File: src/rtl/lsu_pkg.sv
// ============================================================================
// Module      : lsu_pkg
// Description : Shared constants and types for the load/store unit: RISC-V
//               funct3 width codes, byte-enable width and FSM state type.
// Revision    : 1.0 - initial release
// ============================================================================
`default_nettype none

package lsu_pkg;

    localparam int BE_W = 4;

    localparam logic [2:0] F3_B  = 3'b000;
    localparam logic [2:0] F3_H  = 3'b001;
    localparam logic [2:0] F3_W  = 3'b010;
    localparam logic [2:0] F3_BU = 3'b100;
    localparam logic [2:0] F3_HU = 3'b101;

    typedef enum logic [1:0] {
        ST_IDLE   = 2'd0,
        ST_ACCESS = 2'd1,
        ST_WAIT   = 2'd2,
        ST_RESP   = 2'd3
    } lsu_state_e;

endpackage

`default_nettype wire

File: src/rtl/lsu_align.sv
// ============================================================================
// Module      : lsu_align
// Description : Combinational byte-lane steering. Stores are shifted into
//               their lanes across a two-word window (phase selects the low or
//               high word); loads are extracted from the {hi, lo} word pair
//               and sign/zero extended. A single-word access only uses phase 0
//               and the low word, so the same logic covers split accesses.
// Revision    : 1.0 - initial release
// ============================================================================
`default_nettype none

module lsu_align
    import lsu_pkg::*;
(
    input  logic [2:0]      funct3,
    input  logic [1:0]      offset,
    input  logic            phase,
    input  logic [31:0]     store_data,
    input  logic [31:0]     lo_word,
    input  logic [31:0]     hi_word,
    output logic [BE_W-1:0] be,
    output logic [31:0]     lane_wdata,
    output logic [31:0]     load_data
);

    logic [3:0]  w_size_mask;
    logic [31:0] w_store_masked;
    logic [7:0]  w_be_wide;
    logic [63:0] w_wd_wide;
    logic [31:0] w_rd_low;

    // Lane steering for stores and extraction/extension for loads.
    always_comb begin
        w_size_mask    = 4'b0001;
        w_store_masked = {24'd0, store_data[7:0]};
        case (funct3[1:0])
            2'b01: begin
                w_size_mask    = 4'b0011;
                w_store_masked = {16'd0, store_data[15:0]};
            end
            2'b10: begin
                w_size_mask    = 4'b1111;
                w_store_masked = store_data;
            end
            default: ;
        endcase

        w_be_wide  = {4'b0000, w_size_mask} << offset;
        w_wd_wide  = {32'd0, w_store_masked} << {offset, 3'b000};
        w_rd_low   = 32'({hi_word, lo_word} >> {offset, 3'b000});

        be         = phase ? w_be_wide[7:4] : w_be_wide[3:0];
        lane_wdata = phase ? w_wd_wide[63:32] : w_wd_wide[31:0];

        case (funct3)
            F3_B:    load_data = {{24{w_rd_low[7]}}, w_rd_low[7:0]};
            F3_H:    load_data = {{16{w_rd_low[15]}}, w_rd_low[15:0]};
            F3_BU:   load_data = {24'd0, w_rd_low[7:0]};
            F3_HU:   load_data = {16'd0, w_rd_low[15:0]};
            default: load_data = w_rd_low;
        endcase
    end

endmodule

`default_nettype wire

File: src/rtl/load_store_unit.sv
// ============================================================================
// Module      : load_store_unit
// Description : Memory-access stage. Accepts one load/store at a time,
//               issues word-aligned requests with byte enables, waits for
//               grant / read data and returns a one-cycle response pulse.
//               Optional macro LSU_MISALIGN_SPLIT_EN: misaligned accesses are
//               performed (word-crossing ones as two word accesses, low word
//               first) instead of being rejected with resp_err.
// Revision    : 1.0 - initial release
// ============================================================================
`default_nettype none

module load_store_unit
    import lsu_pkg::*;
#(
    parameter int ADDR_W = 32,
    parameter int DATA_W = 32
) (
    input  logic              clk,
    input  logic              rst_n,
    input  logic              req_valid,
    output logic              req_ready,
    input  logic              req_we,
    input  logic [2:0]        req_funct3,
    input  logic [ADDR_W-1:0] req_addr,
    input  logic [DATA_W-1:0] req_wdata,
    input  logic [4:0]        req_rd,
    output logic              resp_valid,
    output logic [DATA_W-1:0] resp_rdata,
    output logic [4:0]        resp_rd,
    output logic              resp_err,
    output logic              mem_req,
    output logic              mem_we,
    output logic [ADDR_W-1:0] mem_addr,
    output logic [BE_W-1:0]   mem_be,
    output logic [DATA_W-1:0] mem_wdata,
    input  logic              mem_gnt,
    input  logic              mem_rvalid,
    input  logic [DATA_W-1:0] mem_rdata
);

    lsu_state_e        state_q, state_d;
    logic              we_q, we_d;
    logic [2:0]        f3_q, f3_d;
    logic [ADDR_W-1:0] addr_q, addr_d;
    logic [DATA_W-1:0] wdata_q, wdata_d;
    logic [4:0]        rd_q, rd_d;
    logic              err_q, err_d;
    logic              phase_q, phase_d;
    logic [DATA_W-1:0] lo_q, lo_d;
    logic [DATA_W-1:0] hi_q, hi_d;

    logic              w_illegal;
    logic              w_req_err;
    logic              w_split_en;
    logic [BE_W-1:0]   w_be;
    logic [31:0]       w_lane_wdata;
    logic [31:0]       w_load_data;
    logic [ADDR_W-1:0] w_word_addr;

    // Reserved funct3 codes, and unsigned forms used with a store.
    assign w_illegal = (req_funct3 == 3'b011) || (req_funct3[2:1] == 2'b11) ||
                       (req_we && req_funct3[2]);

`ifdef LSU_MISALIGN_SPLIT_EN
    // Only word-crossing accesses need the second (phase 1) memory access.
    assign w_req_err  = w_illegal;
    assign w_split_en = ((f3_q[1:0] == 2'b01) && (addr_q[1:0] == 2'b11)) ||
                        ((f3_q[1:0] == 2'b10) && (addr_q[1:0] != 2'b00));
`else
    logic w_misalign;
    assign w_misalign = ((req_funct3[1:0] == 2'b01) && req_addr[0]) ||
                        ((req_funct3[1:0] == 2'b10) && (req_addr[1:0] != 2'b00));
    assign w_req_err  = w_illegal || w_misalign;
    assign w_split_en = 1'b0;
`endif

    // Phase 1 targets the word after the one holding the start byte.
    assign w_word_addr = {addr_q[ADDR_W-1:2], 2'b00} +
                         {{(ADDR_W-3){1'b0}}, phase_q, 2'b00};

    lsu_align u_align (
        .funct3     (f3_q),
        .offset     (addr_q[1:0]),
        .phase      (phase_q),
        .store_data (wdata_q),
        .lo_word    (lo_q),
        .hi_word    (hi_q),
        .be         (w_be),
        .lane_wdata (w_lane_wdata),
        .load_data  (w_load_data)
    );

    // State and captured-request registers; reset drops any access in flight.
    always_ff @(posedge clk or negedge rst_n) begin
        if (!rst_n) begin
            state_q <= ST_IDLE;
            we_q    <= 1'b0;
            f3_q    <= 3'd0;
            addr_q  <= '0;
            wdata_q <= '0;
            rd_q    <= 5'd0;
            err_q   <= 1'b0;
            phase_q <= 1'b0;
            lo_q    <= '0;
            hi_q    <= '0;
        end else begin
            state_q <= state_d;
            we_q    <= we_d;
            f3_q    <= f3_d;
            addr_q  <= addr_d;
            wdata_q <= wdata_d;
            rd_q    <= rd_d;
            err_q   <= err_d;
            phase_q <= phase_d;
            lo_q    <= lo_d;
            hi_q    <= hi_d;
        end
    end

    // Next-state logic: accept, issue, wait for read data, respond.
    always_comb begin
        state_d = state_q;
        we_d    = we_q;
        f3_d    = f3_q;
        addr_d  = addr_q;
        wdata_d = wdata_q;
        rd_d    = rd_q;
        err_d   = err_q;
        phase_d = phase_q;
        lo_d    = lo_q;
        hi_d    = hi_q;
        case (state_q)
            ST_IDLE: begin
                if (req_valid) begin
                    we_d    = req_we;
                    f3_d    = req_funct3;
                    addr_d  = req_addr;
                    wdata_d = req_wdata;
                    rd_d    = req_rd;
                    phase_d = 1'b0;
                    err_d   = w_req_err;
                    state_d = w_req_err ? ST_RESP : ST_ACCESS;
                end
            end
            ST_ACCESS: begin
                if (mem_gnt) begin
                    if (!we_q) begin
                        state_d = ST_WAIT;
                    end else if (w_split_en && !phase_q) begin
                        phase_d = 1'b1;
                    end else begin
                        state_d = ST_RESP;
                    end
                end
            end
            ST_WAIT: begin
                if (mem_rvalid) begin
                    if (phase_q) begin
                        hi_d    = mem_rdata;
                        state_d = ST_RESP;
                    end else begin
                        lo_d = mem_rdata;
                        if (w_split_en) begin
                            phase_d = 1'b1;
                            state_d = ST_ACCESS;
                        end else begin
                            state_d = ST_RESP;
                        end
                    end
                end
            end
            ST_RESP:  state_d = ST_IDLE;
            default:  state_d = ST_IDLE;
        endcase
    end

    // Outputs decode from the state register so reset clears them at once.
    always_comb begin
        req_ready  = (state_q == ST_IDLE);
        mem_req    = (state_q == ST_ACCESS);
        mem_we     = mem_req && we_q;
        mem_addr   = mem_req ? w_word_addr : '0;
        mem_be     = mem_req ? w_be : '0;
        mem_wdata  = mem_we ? w_lane_wdata : '0;
        resp_valid = (state_q == ST_RESP);
        resp_err   = resp_valid && err_q;
        resp_rdata = (resp_valid && !we_q && !err_q) ? w_load_data : '0;
        resp_rd    = (resp_valid && !we_q) ? rd_q : 5'd0;
    end

endmodule

`default_nettype wire

File: config.mk
export PLATFORM = sky130hd
export DESIGN_NAME = load_store_unit
export DESIGN_NICKNAME = d
export VERILOG_FILES = /design/src/rtl/lsu_pkg.sv /design/src/rtl/lsu_align.sv /design/src/rtl/load_store_unit.sv
export SDC_FILE = /design/constraint.sdc
export NUM_CORES = 1
export LEC_CHECK = 0
export ABC_AREA = 1
export BUFFER_PORTS_ARGS = -buffer_cell sky130_fd_sc_hd__buf_2
export CAP_MARGIN = 15
export CORE_MARGIN = 2
export CORE_UTILIZATION = 47
export CTS_BUF_LIST = sky130_fd_sc_hd__clkbuf_4
export DETAILED_ROUTE_END_ITERATION = 6
export GPL_TIMING_DRIVEN = 0
export PLACE_DENSITY = 0.79
export SETUP_SLACK_MARGIN = 0.1
export SKIP_CTS_REPAIR_TIMING = 1
export SYNTH_ARGS = -nofsm -noshare
export SYNTH_HDL_FRONTEND = slang
export SYNTH_SLANG_ARGS = --single-unit
File: constraint.sdc
create_clock -name clk -period 1.9 [get_ports clk]
set_clock_uncertainty 0.15 [all_clocks]
set_input_delay 0.285 -clock clk [delete_from_list [all_inputs] [get_ports clk]]
set_output_delay 0.285 -clock clk [all_outputs]
set_load 0.005 [all_outputs]
==> run metrics <==
run status finished with violations; violated checks negative setup slack; Root Buffer clkbuf_4; die width 120 um; Final Hold Fails 0; Max Cap Viol 0; Wirelength per Cell 20.1 um; HP Start mem_gnt; Die Y 120 um; met3 Use GR 6.32%; vias per cell 5.52; Yosys cell types 31; critical path's slowest cell dfrtp_1; largest net degree at the start of global routing 72; Min-Delay Path Class input pin to flip-flop; Setup violations, final 214; critical-path maximum fanout 8; achievable clock frequency 0.364 GHz; core area 0.0131 mm^2; Util after Layout 80.2%; WS Path Type flip-flop to primary output; crit path launch type flip-flop; Rel. slew slack 65.0%; Setup crit start f3_q[1]; minimum clock period 2.75 ns; global route hottest layer met2; Post-DP Area 0.00767 mm^2; Inserted Diodes 0; Largest stage delay, worst path 0.45 ns; Synth Warn # 0; VDD IR-drop max 0.000942 V; met2 Use GR 44.2%; CP Data Arrival Time 2.32 ns; Post-Syn Area per Cell 8.13 um^2; H-tree depth 3; IO Pins 220; Logic pwr share 63.6%; Port Buffers 217; Seq pwr share 28.5%; latest clock arrival within the worst-skew pair 0.53 ns; initial core utilization 47.9%; hold_ws 0.0783 ns; internal power 8.54 mW; PwrDens 1540 mW/mm^2; Cell Rows 42; layout cells sized above 1 49.5%; CTS Buf Count 9; # fillers 749; drt drc 0; Reg clk slew, reported paths 0.20 ns; total gr overflow 0; Final Max Tran Viols 0; Max clock buf depth 2; nets 1275; GR Util met1 32.0%; area grow syn2layout 67.6%; Netlist Area Pre-Place 0.00629 mm^2; Post-Syn Instances 773; post-route cell area 0.0105 mm^2; vias in the first global route 5869; ANT nets after route 0; Sw Share 47.2%; GRT Util Overall 25.8%; drt first pass iters 7; setup slack, reg-to-reg -0.31 ns; switching power total 7.64 mW; Clk pwr share 7.9%; Iteration-0 DRC Markers 767; Reg-to-Reg Start state_q[0]; DR vias 7391; first-pass GRT wire length 29000 um; measured slew at the worst slew-check pin 0.525 ns; Final period util 145%; Multi-input gate area 0.00374 mm^2; # clock sinks 108; Seq/Total Area, Yosys 43.0%; RSZ-0062 raised after global routing true; Yosys reg bits 108; CTS tree done; DRT Wirelength 26900 um; setup ws final -0.851 ns; die area 0.0143 mm^2; WP data required 1.46 ns; Critical Path Sink Type primary output; antenna violations before repair 0; CP cell instances inv_2 > ha_4 > o21ai_4 > nor2_1 > nand2_1 > a21oi_2 > buf_2; GPL Wtd Cong 0.939; area occupied by registers 0.00271 mm^2; hpwl dp 14400 um; Setup WS pre-CTS -0.373 ns; Static Leakage 5.68 nW
synth_stat cells:
cell | count | area, um^2
buf_4 | 2 | 15.0
nand2_2 | 2 | 12.5
inv_2 | 2 | 7.51
o21ai_1 | 1 | 5.00
mux2_2 | 86 | 968
nand2_1 | 235 | 882
or2_1 | 1 | 6.26
a21boi_0 | 1 | 7.51
o31ai_1 | 1 | 7.51
buf_6 | 7 | 78.8
a31oi_1 | 8 | 50.1
buf_2 | 23 | 115
buf_1 | 5 | 18.8
nor2_1 | 59 | 221
nand3_1 | 32 | 160
dfrtp_1 | 108 | 2700
a21oi_1 | 67 | 335
nor3_2 | 7 | 70.1
nor2_4 | 1 | 11.3
conb_1 | 1 | 3.75
nor2_2 | 1 | 6.26
o21ai_0 | 9 | 45.0
nand3b_1 | 1 | 7.51
a21oi_2 | 4 | 35.0
nand4_1 | 1 | 6.26
nand3_4 | 2 | 35.0
clkinv_1 | 1 | 3.75
inv_4 | 2 | 12.5
clkbuf_1 | 9 | 33.8
inv_1 | 86 | 323
ha_1 | 8 | 100
metrics by stage:
step                      instances  setup TNS, ns  power (mW)
final                          1338         -73.70        16.2
after global routing           1338         -84.75        17.0
after CTS                      1184         -79.33        12.0
after detailed placement       1168         -20.44        10.8
after global placement         1167        -111.31        10.6
after floorplan                 774              0        8.69
placed cells by master (no fill, tap or decap), types with 4 or more instances in the layout:
cell / instances
buf_2: 211
nand2_1: 203
dfrtp_1: 106
dlygate4sd3_1: 106
mux2_2: 76
inv_1: 59
nor2_1: 37
a21oi_2: 37
buf_6: 32
nand3_1: 29
a21oi_1: 27
inv_2: 26
nand2_4: 24
buf_4: 24
clkbuf_4: 17
nor2_4: 15
buf_12: 11
clkbuf_16: 11
mux2_4: 10
nand2_2: 9
nor2_2: 9
clkbuf_2: 7
a21oi_4: 7
nor3_4: 7
buf_8: 6
a31oi_1: 6
o21ai_0: 5
ha_4: 5
inv_6: 4
sequential cells by signal, summed over array words and instances, names as in the netlist:
register	count
addr_q	32
err_q	1
f3_q	3
lo_q	32
rd_q	5
state_q	2
wdata_q	32
we_q	1
power groups by stage:
| stage | sequential [mW] | clock (mW) | combinational [mW] |
|---|---|---|---|
| 3_5_place_dp | 4.33 | 0 | 6.50 |
| 6_report | 4.60 | 1.29 | 10.3 |
| 3_3_place_gp | 4.26 | 0 | 6.37 |
| 2_1_floorplan | 4.02 | 0 | 4.67 |
| 5_1_grt | 4.67 | 1.37 | 10.9 |
| 4_1_cts | 4.27 | 1.25 | 6.52 |
metal layers:
layer  routed length, um  up-vias
li1                    -     3219
met1                9630     3446
met2               13200      581
met3                2560      145
met4                1500        0
met5                   0        -
critical path: cells and delay by family, from the launching register on:
kind            cells  cell delay, ns
flops               1            0.45
simple gates        2            0.44
compound gates      2            0.34
fa+ha+maj           1            0.33
buf+inv             2            0.22
cell families (layout without fill, tap and decap cells):
| family | after synthesis | in the layout | synth area share [%] |
|---|---|---|---|
| simple gates | 342 | 343 | 22.6 |
| buf+inv | 137 | 524 | 9.67 |
| flops | 108 | 108 | 43.0 |
| compound gates | 91 | 91 | 7.72 |
| mux | 86 | 86 | 15.4 |
| fa+ha+maj | 8 | 8 | 1.59 |
| other cells | 1 | 2 | 0.0596 |
area by class of cell:
cell class | instances | share of cell area, %
buffer | 46 | 4.98
clock buffer | 10 | 0.713
clock inverter | 6 | 0.665
inverter | 91 | 3.44
multi-input combinational | 530 | 35.5
sequential | 108 | 25.7
tap | 176 | 2.09
timing repair buffer | 370 | 26.9
timing repair inverter | 1 | 0.0713
path summary, 6_finish.rpt:
| path | end | depth (start not counted) |
|---|---|---|
| worst max-delay path | mem_wdata[15] | 7 |
| worst min-delay path | state_q[0] | 5 |
| worst max register to register | rd_q[2] | 11 |
| worst min register to register | wdata_q[26] | 1 |
| max in group asynchronous | lo_q[22] | 3 |
| min in group asynchronous | rd_q[1] | 2 |
No activity file was read; power rests on OpenSTA's default activity.
